==> src/rtl/uart_tx_arbiter.sv <==
// Round-robin arbiter sharing the UART TX FIFO write port between byte producers.
// Holds a grant per burst and paces writes to one byte every two cycles.
module uart_tx_arbiter #(
  parameter int N_REQ        = 2,
  parameter int MAX_BURST    = 16,
  parameter int IDLE_TIMEOUT = 8
) (
  input  logic               clk,
  input  logic               rst,
  input  logic [N_REQ-1:0]   req_valid,
  input  logic [8*N_REQ-1:0] req_data,
  input  logic [N_REQ-1:0]   req_last,
  output logic [N_REQ-1:0]   req_ready,
  input  logic               fifotx_full,
  output logic               fifotx_w_en,
  output logic [7:0]         fifotx_w_data,
  output logic [N_REQ-1:0]   grant,
  output logic               busy
);

  localparam int OW = $clog2(N_REQ);
  localparam int BW = $clog2(MAX_BURST + 1);

  localparam logic [0:0] ST_IDLE = 1'b0;
  localparam logic [0:0] ST_XFER = 1'b1;

  logic [0:0]       state_q, state_d;
  logic [N_REQ-1:0] grant_q, grant_d;
  logic [OW-1:0]    owner_q, owner_d;
  logic [OW-1:0]    last_owner_q, last_owner_d;
  logic [BW-1:0]    burst_cnt_q, burst_cnt_d;
  logic [7:0]       idle_cnt_q, idle_cnt_d;
  logic             w_en_q, w_en_d;
  logic [7:0]       w_data_q, w_data_d;

  logic             can_accept;
  logic             owner_valid;
  logic             owner_last;
  logic [7:0]       owner_data;
  logic             xfer;
  logic [BW-1:0]    burst_next;
  logic             burst_cap;
  logic [7:0]       idle_run;
  logic             idle_hit;
  logic             release_now;

  logic             pick_found;
  logic [OW-1:0]    pick_idx;
  logic [OW:0]      rr_sum;
  logic [OW-1:0]    rr_cand;

  // A pending write blocks acceptance, so fifotx_full always reflects it.
  assign can_accept = !fifotx_full && !w_en_q;

  for (genvar gi = 0; gi < N_REQ; gi++) begin : g_ready
    assign req_ready[gi] = grant_q[gi] & can_accept;
  end

  assign owner_valid = req_valid[owner_q];
  assign owner_last  = req_last[owner_q];
  assign owner_data  = req_data[{owner_q, 3'b000} +: 8];
  assign xfer        = (state_q == ST_XFER) && owner_valid && can_accept;

  assign burst_next  = burst_cnt_q + BW'(1);
  assign burst_cap   = (burst_next == BW'(MAX_BURST));

  // Run length of idle cycles including the current one, saturating at 8 bits.
  assign idle_run    = (idle_cnt_q == 8'hFF) ? 8'hFF : idle_cnt_q + 8'd1;
  assign idle_hit    = !owner_valid && (idle_run == 8'(IDLE_TIMEOUT));

  assign release_now = (xfer && (owner_last || burst_cap)) || idle_hit;

  always_comb begin
    pick_found = 1'b0;
    pick_idx   = '0;
    rr_sum     = '0;
    rr_cand    = '0;
    for (int k = 1; k <= N_REQ; k++) begin
      rr_sum = {1'b0, last_owner_q} + (OW + 1)'(k);
      if (rr_sum >= (OW + 1)'(N_REQ)) begin
        rr_sum = rr_sum - (OW + 1)'(N_REQ);
      end
      rr_cand = rr_sum[OW-1:0];
      if (!pick_found && req_valid[rr_cand]) begin
        pick_found = 1'b1;
        pick_idx   = rr_cand;
      end
    end
  end

  always_comb begin
    state_d      = state_q;
    grant_d      = grant_q;
    owner_d      = owner_q;
    last_owner_d = last_owner_q;
    burst_cnt_d  = burst_cnt_q;
    idle_cnt_d   = idle_cnt_q;
    w_en_d       = 1'b0;
    w_data_d     = w_data_q;

    case (state_q)
      ST_IDLE: begin
        if (pick_found) begin
          state_d           = ST_XFER;
          grant_d           = '0;
          grant_d[pick_idx] = 1'b1;
          owner_d           = pick_idx;
          burst_cnt_d       = '0;
          idle_cnt_d        = '0;
        end
      end

      ST_XFER: begin
        if (xfer) begin
          w_en_d      = 1'b1;
          w_data_d    = owner_data;
          burst_cnt_d = burst_next;
          idle_cnt_d  = '0;
        end else if (!owner_valid) begin
          idle_cnt_d  = idle_run;
        end else begin
          idle_cnt_d  = '0;
        end

        if (release_now) begin
          state_d      = ST_IDLE;
          grant_d      = '0;
          last_owner_d = owner_q;
        end
      end

      default: begin
        state_d = ST_IDLE;
        grant_d = '0;
      end
    endcase
  end

  always_ff @(posedge clk) begin
    if (rst) begin
      state_q      <= ST_IDLE;
      grant_q      <= '0;
      owner_q      <= '0;
      last_owner_q <= OW'(N_REQ - 1);
      burst_cnt_q  <= '0;
      idle_cnt_q   <= '0;
      w_en_q       <= 1'b0;
      w_data_q     <= 8'h00;
    end else begin
      state_q      <= state_d;
      grant_q      <= grant_d;
      owner_q      <= owner_d;
      last_owner_q <= last_owner_d;
      burst_cnt_q  <= burst_cnt_d;
      idle_cnt_q   <= idle_cnt_d;
      w_en_q       <= w_en_d;
      w_data_q     <= w_data_d;
    end
  end

  assign grant         = grant_q;
  assign busy          = (state_q == ST_XFER);
  assign fifotx_w_en   = w_en_q;
  assign fifotx_w_data = w_data_q;

endmodule
==> config.mk <==
export PLATFORM = sky130hd
export DESIGN_NAME = uart_tx_arbiter
export DESIGN_NICKNAME = d
export VERILOG_FILES = /design/src/rtl/uart_tx_arbiter.sv
export SDC_FILE = /design/constraint.sdc
export NUM_CORES = 1
export LEC_CHECK = 0
export CAP_MARGIN = 20
export CORE_ASPECT_RATIO = 1.75
export CORE_MARGIN = 5
export CORE_UTILIZATION = 40
export DETAILED_ROUTE_END_ITERATION = 7
export GPL_TIMING_DRIVEN = 1
export PLACE_DENSITY = 0.7
export RECOVER_POWER = 25
export SYNTH_ARGS = -nofsm -noshare
export SYNTH_HDL_FRONTEND = slang
export SYNTH_SLANG_ARGS = --single-unit
export TNS_END_PERCENT = 5
==> constraint.sdc <==
create_clock -name clk -period 2.88 [get_ports clk]
set_clock_uncertainty 0.15 [all_clocks]
set_input_delay 0.288 -clock clk [delete_from_list [all_inputs] [get_ports clk]]
set_output_delay 0.288 -clock clk [all_outputs]
set_load 0.01 [all_outputs]
==> results of run 1 <==
-- power breakdown --
group          switching (mW)  leakage [nW]  internal, mW
Sequential             0.0106         0.219         0.386
Clock                   0.126        0.0255        0.0973
Combinational          0.0628         0.418        0.0727
-- metrics by stage --
stage	cells	hold WS (ps)	util [%]	setup WS [ps]
global placement	243	329.1	53.13	547.1
detailed placement	243	344.7	53.13	500.6
finish	247	353.9	54.50	706.7
CTS	247	359.1	54.50	709.5
global route	247	389.5	54.50	602.1
floorplan	168	306.0	-	906.2
-- synthesized netlist by cell type (3+ instances only) --
cell type / n / share of area [%]
a21oi_1: 17 / 6.1
nor2_1: 29 / 7.9
nor3_1: 6 / 2.2
inv_1: 4 / 1.1
clkbuf_1: 5 / 1.4
o21ai_0: 3 / 1.1
nand2_1: 7 / 1.9
o21ai_1: 5 / 1.8
buf_2: 3 / 1.1
a211oi_1: 12 / 6.5
mux2i_1: 10 / 7.2
and3_1: 3 / 1.4
nand3_1: 7 / 2.5
dfxtp_1: 27 / 39
-- worst paths after layout --
kind | startpoint | to | slack, ps | cells past startpoint
setup reg to reg | idle_cnt_q[0] | grant[0] | 710 | 6
setup / recovery | idle_cnt_q[0] | grant[0] | 710 | 6
hold / removal | fifotx_w_data[2] | fifotx_w_data[2] | 350 | 2
hold reg to reg | fifotx_w_data[2] | fifotx_w_data[2] | 350 | 2
-- layer usage --
metal	GRT usage (%)	routed length (µm)	vias to the layer above
met4	8.617	88	0
met3	5.111	229	7
met2	29.77	1801	40
met1	16.84	1317	626
li1	-	-	679
met5	0	0	-
-- cells by family after synthesis --
family | Yosys count
fa+ha+maj | 2
mux | 12
xor+xnor | 1
flops | 27
simple gates | 63
compound gates | 49
buf+inv | 14
-- worst min-delay path: stages (launching register included) --
cell,delay [ps]
dfxtp_1,320
nor2_1,90
a211oi_1,50
-- flip-flops by register name, summed over array words and instances (netlist names) --
| register | flops |
|---|---|
| burst_cnt_q | 5 |
| busy | 1 |
| grant | 2 |
| last_owner_q | 1 |
| fifotx_w_data | 8 |
| fifotx_w_en | 1 |
| idle_cnt_q | 8 |
| owner_q | 1 |
-- layout make-up --
| class | count | area [µm²] | area share, % |
|---|---|---|---|
| Multi-Input combinational cell | 127 | 788.3 | 43.00 |
| Sequential cell | 27 | 540.5 | 29.49 |
| Timing Repair Buffer | 39 | 382.9 | 20.89 |
| Tap cell | 45 | 56.30 | 3.072 |
| Clock buffer | 3 | 41.29 | 2.253 |
| Inverter | 5 | 18.77 | 1.024 |
| Clock inverter | 1 | 5.005 | 0.2730 |
==> metrics, run 1 <==
outcome completed; dpl cell area 0.001787 mm²; layout cells sized above 1 5.446%; post-DR vias/cell 5.474; Worst setup SP type flip-flop; fin area 0.001833 mm²; sequential share of the synthesized area 39.02%; port buffer count 36; max capacitance violation total 0; # DRC 0; post-DP HPWL 2695 µm; critical path class flip-flop to flip-flop; largest net degree at the start of global routing 17; Async SR Flop Fraction 0%; Post-Synth XOR/XNOR Area 0.6323%; Routed WL per cell 13.91 µm; core region area 0.003363 mm²; VDD IR max 0.0002591 V; H-tree depth 1; CP peak stage delay 420 ps; compound-gate portion of the synthesized area 23.67%; Avg Inst Size Synth 8.245 µm²; Skew-Pair Late Insertion Delay 280 ps; DRT antenna net count 0; Initial Util 41.18%; CTS Buffer Depth 2; first-pass GRT wire length 6037 µm; WP data required 2910 ps; Inserted Diodes 0; CTS Buf Count 3; initial antenna violation count 0; CTS-repair resized insts 0; die area 0.004786 mm²; Total GRT Usage 16.82%; Tmin final 2173 ps; # Post-CTS Setup Buffers 0; mux contribution to synthesized area 9.124%; grt ovf 0; clock slew at reported path FFs 100 ps; Std-Cell Rows 28; RSZ-0062 raised after global routing false; CP Cell Sequence ha_1, nor4bb_1, nor2_1, a2111oi_4, a211o_1, mux2_1; Mapped Area 0.001385 mm²; Placer Congestion 0.7743; cts hold-fix bufs 0; CP Max Fanout 6; slew margin rel. 57.10%; Syn Nets 193; Total Nets Final 228; Post-Synth Simple-Gate Area 21.68%; Most used DFF post-synth dfxtp_1; min-delay worst type flip-flop to flip-flop; final setup TNS 0 ps; DIE HEIGHT 87.85 µm; commonest non-fill, non-tap cells in the layout 29 x nor2_1, 27 x dfxtp_1, 27 x clkdlybuf4s50_1; Pre-Repair DR Iteration Count 4; most common library cell in the layout ignoring fill and taps nor2_1; CP arrival 2200 ps; final hold viol count 0; layout-stage area growth over the synthesis result 32.34%; # IOs 37; post-synthesis register bit count 27; largest family of logic cells by synthesized area compound AO/OA/AOI/OAI gates; total power 0.7552 mW; Die W 54.48 µm; FILL cells 340; PwrDens 412.0 mW/mm²; CTS tree yes; final-report max-slew violation count 0; number of flops mapped to enable cells by yosys 0; Post-Route WL 3436 µm; Final period util 75.46%; Worst path top cell family by delay compound AO/OA/AOI/OAI gates; slowest stage cell, crit path dfxtp_1; Starting DRT DRC Count 28; Yosys Warn Count 0; maximum clock rate 460.1 MHz; worst-margin pin slew 638.7 ps; root buffer cell clkbuf_8; static leakage 0.6629 nW; clk sinks 27; endpoints failing setup 0; Buf+Inv Stages, Crit Path 0; vias in the first global route 1418; Synth Area in Adders 1.807%; crit end category flip-flop; Netlist cell types 37; Cells after Synth 168; Via Count 1352
Note: power is estimated with default switching activity, not from simulation.
==> run 2: changes to the inputs <==
--- a/config.mk
+++ b/config.mk
@@ -11,7 +11,7 @@
 export CORE_UTILIZATION = 40
 export DETAILED_ROUTE_END_ITERATION = 7
 export GPL_TIMING_DRIVEN = 1
-export PLACE_DENSITY = 0.7
+export PLACE_DENSITY = 0.73
 export RECOVER_POWER = 25
 export SYNTH_ARGS = -nofsm -noshare
 export SYNTH_HDL_FRONTEND = slang
==> constraint.sdc (replaced) <==
create_clock -name clk -period 1.78 [get_ports clk]
set_clock_uncertainty 0.15 [all_clocks]
set_input_delay 0.178 -clock clk [delete_from_list [all_inputs] [get_ports clk]]
set_output_delay 0.178 -clock clk [all_outputs]
set_load 0.01 [all_outputs]
==> run 2 against run 1 <==
Compared with the run above:
- the run now ends with negative setup slack left
- global-route usage grew 0.14 points
- setup slack lost 790 ps
- hold slack lost 1.3 ps
- critical path depth shrank 1
- utilization grew 5.4 points
- first-iteration DRC count grew 11%
- register-to-register slack lost 790 ps
- clock-buffer cell count is the same
- sequential share of layout area shrank 2.3 points
- cell area grew 9.9%
- clock power grew 56%
==> metrics, run 2 (same netlist as run 1, synthesis figures left out) <==
worst hold margin 352.6 ps (-1.314 ps); R2R depth 5 (-1); # IOs 37 (unchanged); Std-Cell Rows 28 (unchanged); Tmin final 1865 ps (-308.3 ps); worst hold path depth 2 (unchanged); CTS Buffer Depth 2 (unchanged); initial antenna violation count 0 (unchanged); layout cells sized above 1 19.00% (+14 points); CTS tree yes; final worst slack -84.96 ps (-791.7 ps); most common library cell in the layout ignoring fill and taps clkdlybuf4s50_1; root buffer cell clkbuf_8; # DRC 0 (unchanged); die area 0.004786 mm² (unchanged); Inserted Diodes 0 (unchanged); WP data required 1800 ps (-1110 ps); first-pass GRT wire length 6182 µm (+2.4%); RSZ-0062 raised after global routing true; final core utilization 59.90% (+5.4 points); VDD IR max 0.0005090 V (+96%); post-DR vias/cell 5.466 (-0.14%); min-delay worst type flip-flop to flip-flop; core region area 0.003363 mm² (unchanged); grt ovf 0 (unchanged); CP arrival 1890 ps (-310 ps); max capacitance violation total 0 (unchanged); worst-margin pin slew 278.3 ps (-360.3 ps); CTS Buf Count 3 (unchanged); maximum clock rate 536.2 MHz (+17%); static leakage 0.7540 nW (+14%); Total GRT Usage 16.96% (+0.14 points); slew margin rel. 81.38% (+24 points); Total Nets Final 247 (+8.3%); critical path class flip-flop to flip-flop; Via Count 1454 (+7.5%); post-DP HPWL 2896 µm (+7.5%); Post-Route WL 3776 µm (+9.9%); crit end category flip-flop; Routed WL per cell 14.20 µm (+2.0%); Starting DRT DRC Count 31 (+11%); cts hold-fix bufs 0 (unchanged); Skew-Pair Late Insertion Delay 270 ps (about the same); port buffer count 36 (unchanged); vias in the first global route 1484 (+4.7%); largest net degree at the start of global routing 21 (+4); commonest non-fill, non-tap cells in the layout 29 x clkdlybuf4s50_1, 27 x nor2_1, 22 x dfxtp_1, 22 x buf_4, 17 x a21oi_1; Placer Congestion 0.7983 (+3.1%); endpoints failing setup 3 (+3); DIE HEIGHT 87.85 µm (unchanged); Worst setup SP type flip-flop; layout-stage area growth over the synthesis result 45.44%; Die W 54.48 µm (unchanged); Final period util 104.8% (+29 points); Pre-Repair DR Iteration Count 5 (+1); PwrDens 619.2 mW/mm² (+50%); Initial Util 41.18% (unchanged); CP Max Fanout 3 (-3); dpl cell area 0.001926 mm² (+7.8%); final-report max-slew violation count 0 (unchanged); outcome finished with violations; final hold viol count 0 (unchanged); clk sinks 27 (unchanged); H-tree depth 1 (unchanged); clock slew at reported path FFs 90 ps (about the same); failing checks negative setup slack; fin area 0.002014 mm² (+9.9%); DRT antenna net count 0 (unchanged)
==> run 2: cell count changes in the layout (fill, tap and decap cells not counted), moves of 2 or more <==
cell             previous run  this run
dfxtp_2                     0         5
dfxtp_1                    27        22
clkdlybuf4s50_1            27        29
dlygate4sd3_1               9         5
buf_4                       3        22
nor2_1                     29        27
nor2_2                      0         2
==> run 2: power breakdown <==
group          switching [mW]  internal (mW)  leakage [nW]  total, mW
Sequential             0.0138          0.626         0.222      0.640
Clock                   0.192          0.157        0.0255      0.348
Combinational           0.116          0.144         0.507      0.259
Total                   0.321          0.926         0.754       1.25
==> run 2: critical path, cell delays in order (launching register included) <==
cell and delay (ps):
dfxtp_2 360, mux2_4 320, or2_4 260, a2111oi_4 210
a211o_1 160, mux2_4 290
==> run 2: metrics by stage <==
stage          total power, mW  worst slack [ps]  setup TNS (ps)  std cells
3_5_place_dp            0.9090            -334.3           -2149        261
4_1_cts                  1.260            -136.0          -341.8        266
2_1_floorplan           0.7722            -102.3          -102.3        168
6_report                 1.247            -84.96          -161.1        266
5_1_grt                  1.311            -132.7          -625.8        266
3_3_place_gp            0.9002            -279.6           -1005        261
==> run 2: final cells by class <==
class / instances / area (µm²)
Sequential cell: 27 / 546.8
Clock inverter: 1 / 5.005
Timing Repair Buffer: 58 / 518.0
Tap cell: 45 / 56.30
Inverter: 5 / 18.77
Fill cell: 303 / 1349
Multi-Input combinational cell: 127 / 828.3
Clock buffer: 3 / 41.29
==> run 2: layer usage <==
metal	up-vias	global-route usage [%]	wire, µm
met1	692	16.97	1411
met5	-	0	0
met4	0	6.122	62
met3	8	3.578	159
met2	40	32.28	2142
li1	714	-	-
==> run 2: repair_timing <==
item	in CTS	in global routing
cloned	0	0
pin swaps	5	4
resized for setup	6	8
setup buffers	1	0
setup endpoints to repair	8	14
endpoints found under the hold margin	0	0
==> run 2: path summary, 6_finish.rpt <==
check                          end  slack (ps)             start
setup / recovery          grant[0]         -80           owner_q
hold / removal    fifotx_w_data[5]         350  fifotx_w_data[5]
setup reg to reg          grant[0]         -80           owner_q
hold reg to reg   fifotx_w_data[5]         350  fifotx_w_data[5]
==> run 3: changes to the inputs <==
--- a/config.mk
+++ b/config.mk
@@ -10,8 +10,9 @@
 export CORE_MARGIN = 5
 export CORE_UTILIZATION = 40
 export DETAILED_ROUTE_END_ITERATION = 7
+export DONT_BUFFER_PORTS = 1
 export GPL_TIMING_DRIVEN = 1
-export PLACE_DENSITY = 0.73
+export PLACE_DENSITY = 0.56
 export RECOVER_POWER = 25
 export SYNTH_ARGS = -nofsm -noshare
 export SYNTH_HDL_FRONTEND = slang
==> constraint.sdc (replaced) <==
create_clock -name clk -period 2 [get_ports clk]
set_clock_uncertainty 0.15 [all_clocks]
set_input_delay 0.2 -clock clk [delete_from_list [all_inputs] [get_ports clk]]
set_output_delay 0.2 -clock clk [all_outputs]
set_load 0.01 [all_outputs]
==> run 3 against run 2 <==
Compared with the run above:
- the flow now finishes without violations
- first-iteration DRC count decreased by 6.5%
- sequential share of layout area increased by 7.3 points
- critical path type unchanged
- register-to-register slack improved by 180 ps
- highest routed layer unchanged
- critical path depth unchanged
==> metrics, run 3 (same netlist as run 1, synthesis figures left out) <==
min-delay worst type primary input to flip-flop; layout cells sized above 1 13.87% (-5.1 points); maximum clock rate 524.7 MHz (-2.1%); port buffer count 0 (-100%); initial antenna violation count 0 (unchanged); max capacitance violation total 0 (unchanged); Cells after DPL 212 (-19%); RSZ-0062 raised after global routing false; CTS tree yes; crit end category flip-flop; fin area 0.001589 mm² (-21%); CP Max Fanout 7 (+4); Tmin final 1906 ps (+40.81 ps); post-DP HPWL 2434 µm (-16%); final-report max-slew violation count 0 (unchanged); worst hold path depth 2 (unchanged); grt ovf 0 (unchanged); VDD IR max 0.0004646 V (-8.7%); RR Endpoint grant[0]; CTS Buffer Depth 2 (unchanged); Placer Congestion 0.7659 (-4.1%); Net Sw Frac 25.57% (-0.18 points); PwrDens 639.8 mW/mm² (+3.3%); root buffer cell clkbuf_8; dpl cell area 0.001464 mm² (-24%); Clock power frac 30.1% (+2.2 points); Inserted Diodes 0 (unchanged); vias in the first global route 1228 (-17%); endpoints failing setup 0 (-3); Via Count 1244 (-14%); Pre-Repair DR Iteration Count 4 (-1); core region area 0.003363 mm² (unchanged); r2r setup slk 90 ps (+180 ps); R2R depth 5 (unchanged); worst-margin pin slew 490.6 ps (+212.3 ps); clock slew at reported path FFs 90 ps (about the same); WHS Endpoint fifotx_w_data[2]; # Post-CTS Setup Buffers 0 (-1); CTS Buf Count 3 (unchanged); die area 0.004786 mm² (unchanged); layout-stage area growth over the synthesis result 14.72%; DIE HEIGHT 87.85 µm (unchanged); final worst slack 94.24 ps (+179.2 ps); H-tree depth 1 (unchanged); Int Power 0.7567 mW (-18%); most common library cell in the layout ignoring fill and taps nor2_1; Routed WL per cell 14.67 µm (+3.4%); Total GRT Usage 14.67% (-2.3 points); CP arrival 1920 ps (+30 ps); non-filler cells, final 218 (-18%); Starting DRT DRC Count 29 (-6.5%); # IOs 37 (unchanged); largest net degree at the start of global routing 30 (+43%); total power 1.017 mW (-18%); DRT antenna net count 0 (unchanged); commonest non-fill, non-tap cells in the layout 28 x nor2_1, 24 x dfxtp_1, 17 x a21oi_1; Skew-Pair Late Insertion Delay 270 ps (about the same); post-DR vias/cell 5.706 (+4.4%); slew margin rel. 67.17% (-14 points); dpl ws 57.03 ps (+391.3 ps); Reg2Reg Launch Point idle_cnt_q[4]; Std-Cell Rows 28 (unchanged); sw power 0.2600 mW (-19%); HP Start req_data[2]; # DRC 0 (unchanged); Initial Util 41.18% (unchanged); first-pass GRT wire length 5361 µm (-13%); final setup TNS 0 ps (+161.1 ps); WP data required 2010 ps (+210 ps); Final period util 95.29% (-9.5 points); Worst setup SP type flip-flop; Total Nets Final 199 (-19%); clk sinks 27 (unchanged); outcome completed; Reg power frac 56.6% (+5.3 points); Post-Route WL 3199 µm (-15%); Die W 54.48 µm (unchanged); static leakage 0.5473 nW (-27%); Logic pwr share 13.3% (-7.5 points); final hold viol count 0 (unchanged); critical path class flip-flop to flip-flop
[run 3: cell types whose count changed in the layout (fill, tap and decap cells not counted), moves of 2 or more]
| cell | before | now |
|---|---|---|
| clkdlybuf4s50_1 | 29 | 0 |
| dfxtp_1 | 22 | 24 |
| buf_4 | 22 | 7 |
| dfxtp_2 | 5 | 2 |
| dlygate4sd3_1 | 5 | 1 |
[run 3: critical path: stages (launching register included)]
cell and delay (ps):
dfxtp_1 420, nor4bb_4 330, nor2_2 80, a2111oi_4 370, a211o_1 150, mux2_1 310
[run 3: final cells by class]
| type | instances | area, µm² |
|---|---|---|
| clock buffers | 4 | 45.04 |
| repair buffers | 10 | 101.3 |
| inverters | 5 | 18.77 |
| multi-input cells | 127 | 820.8 |
| well taps | 45 | 56.30 |
| fillers | 361 | 1774 |
| flip-flops and latches | 27 | 546.8 |
[run 3: metal layers]
| metal | part of all wire [%] | track usage, % | up-vias |
|---|---|---|---|
| met5 | 0 | 0 | - |
| met4 | 1.5 | 5.669 | 0 |
| met3 | 4.9 | 2.385 | 4 |
| met2 | 54 | 27.15 | 36 |
| met1 | 39 | 15.69 | 584 |
| li1 | - | - | 620 |
[run 3: through the flow]
| step | util (%) | hold WS [ps] |
|---|---|---|
| after floorplan | - | 248.2 |
| after global placement | 43.53 | 125.1 |
| after detailed placement | 43.53 | 127.2 |
| after CTS | 45.16 | 7.880 |
| after global routing | 47.25 | 21.18 |
| final | 47.25 | 8.272 |
[run 3: power groups by stage]
stage / clock network (mW) / logic [mW] / registers (mW)
after detailed placement: 0 / 0.119 / 0.589
after CTS: 0.318 / 0.130 / 0.577
after global routing: 0.340 / 0.153 / 0.578
final: 0.306 / 0.135 / 0.575
after floorplan: 0 / 0.0957 / 0.589
after global placement: 0 / 0.116 / 0.589
[run 3: how the worst max path moves through the flow]
stage | to | cells past startpoint | slack (ps) | from
finish | grant[0] | 5 | 90 | idle_cnt_q[4]
global route | grant[0] | 5 | 10 | idle_cnt_q[4]
CTS | grant[0] | 6 | 40 | idle_cnt_q[0]
detailed placement | grant[0] | 6 | 60 | idle_cnt_q[0]
global placement | grant[0] | 6 | 100 | idle_cnt_q[0]
floorplan | grant[0] | 6 | 30 | idle_cnt_q[0]
[run 3: timing repair]
item	in CTS	in global routing
endpoints found under the setup margin	0	3
hold buffers	1	0
hold endpoints to repair	27	0
gates resized for setup	0	12
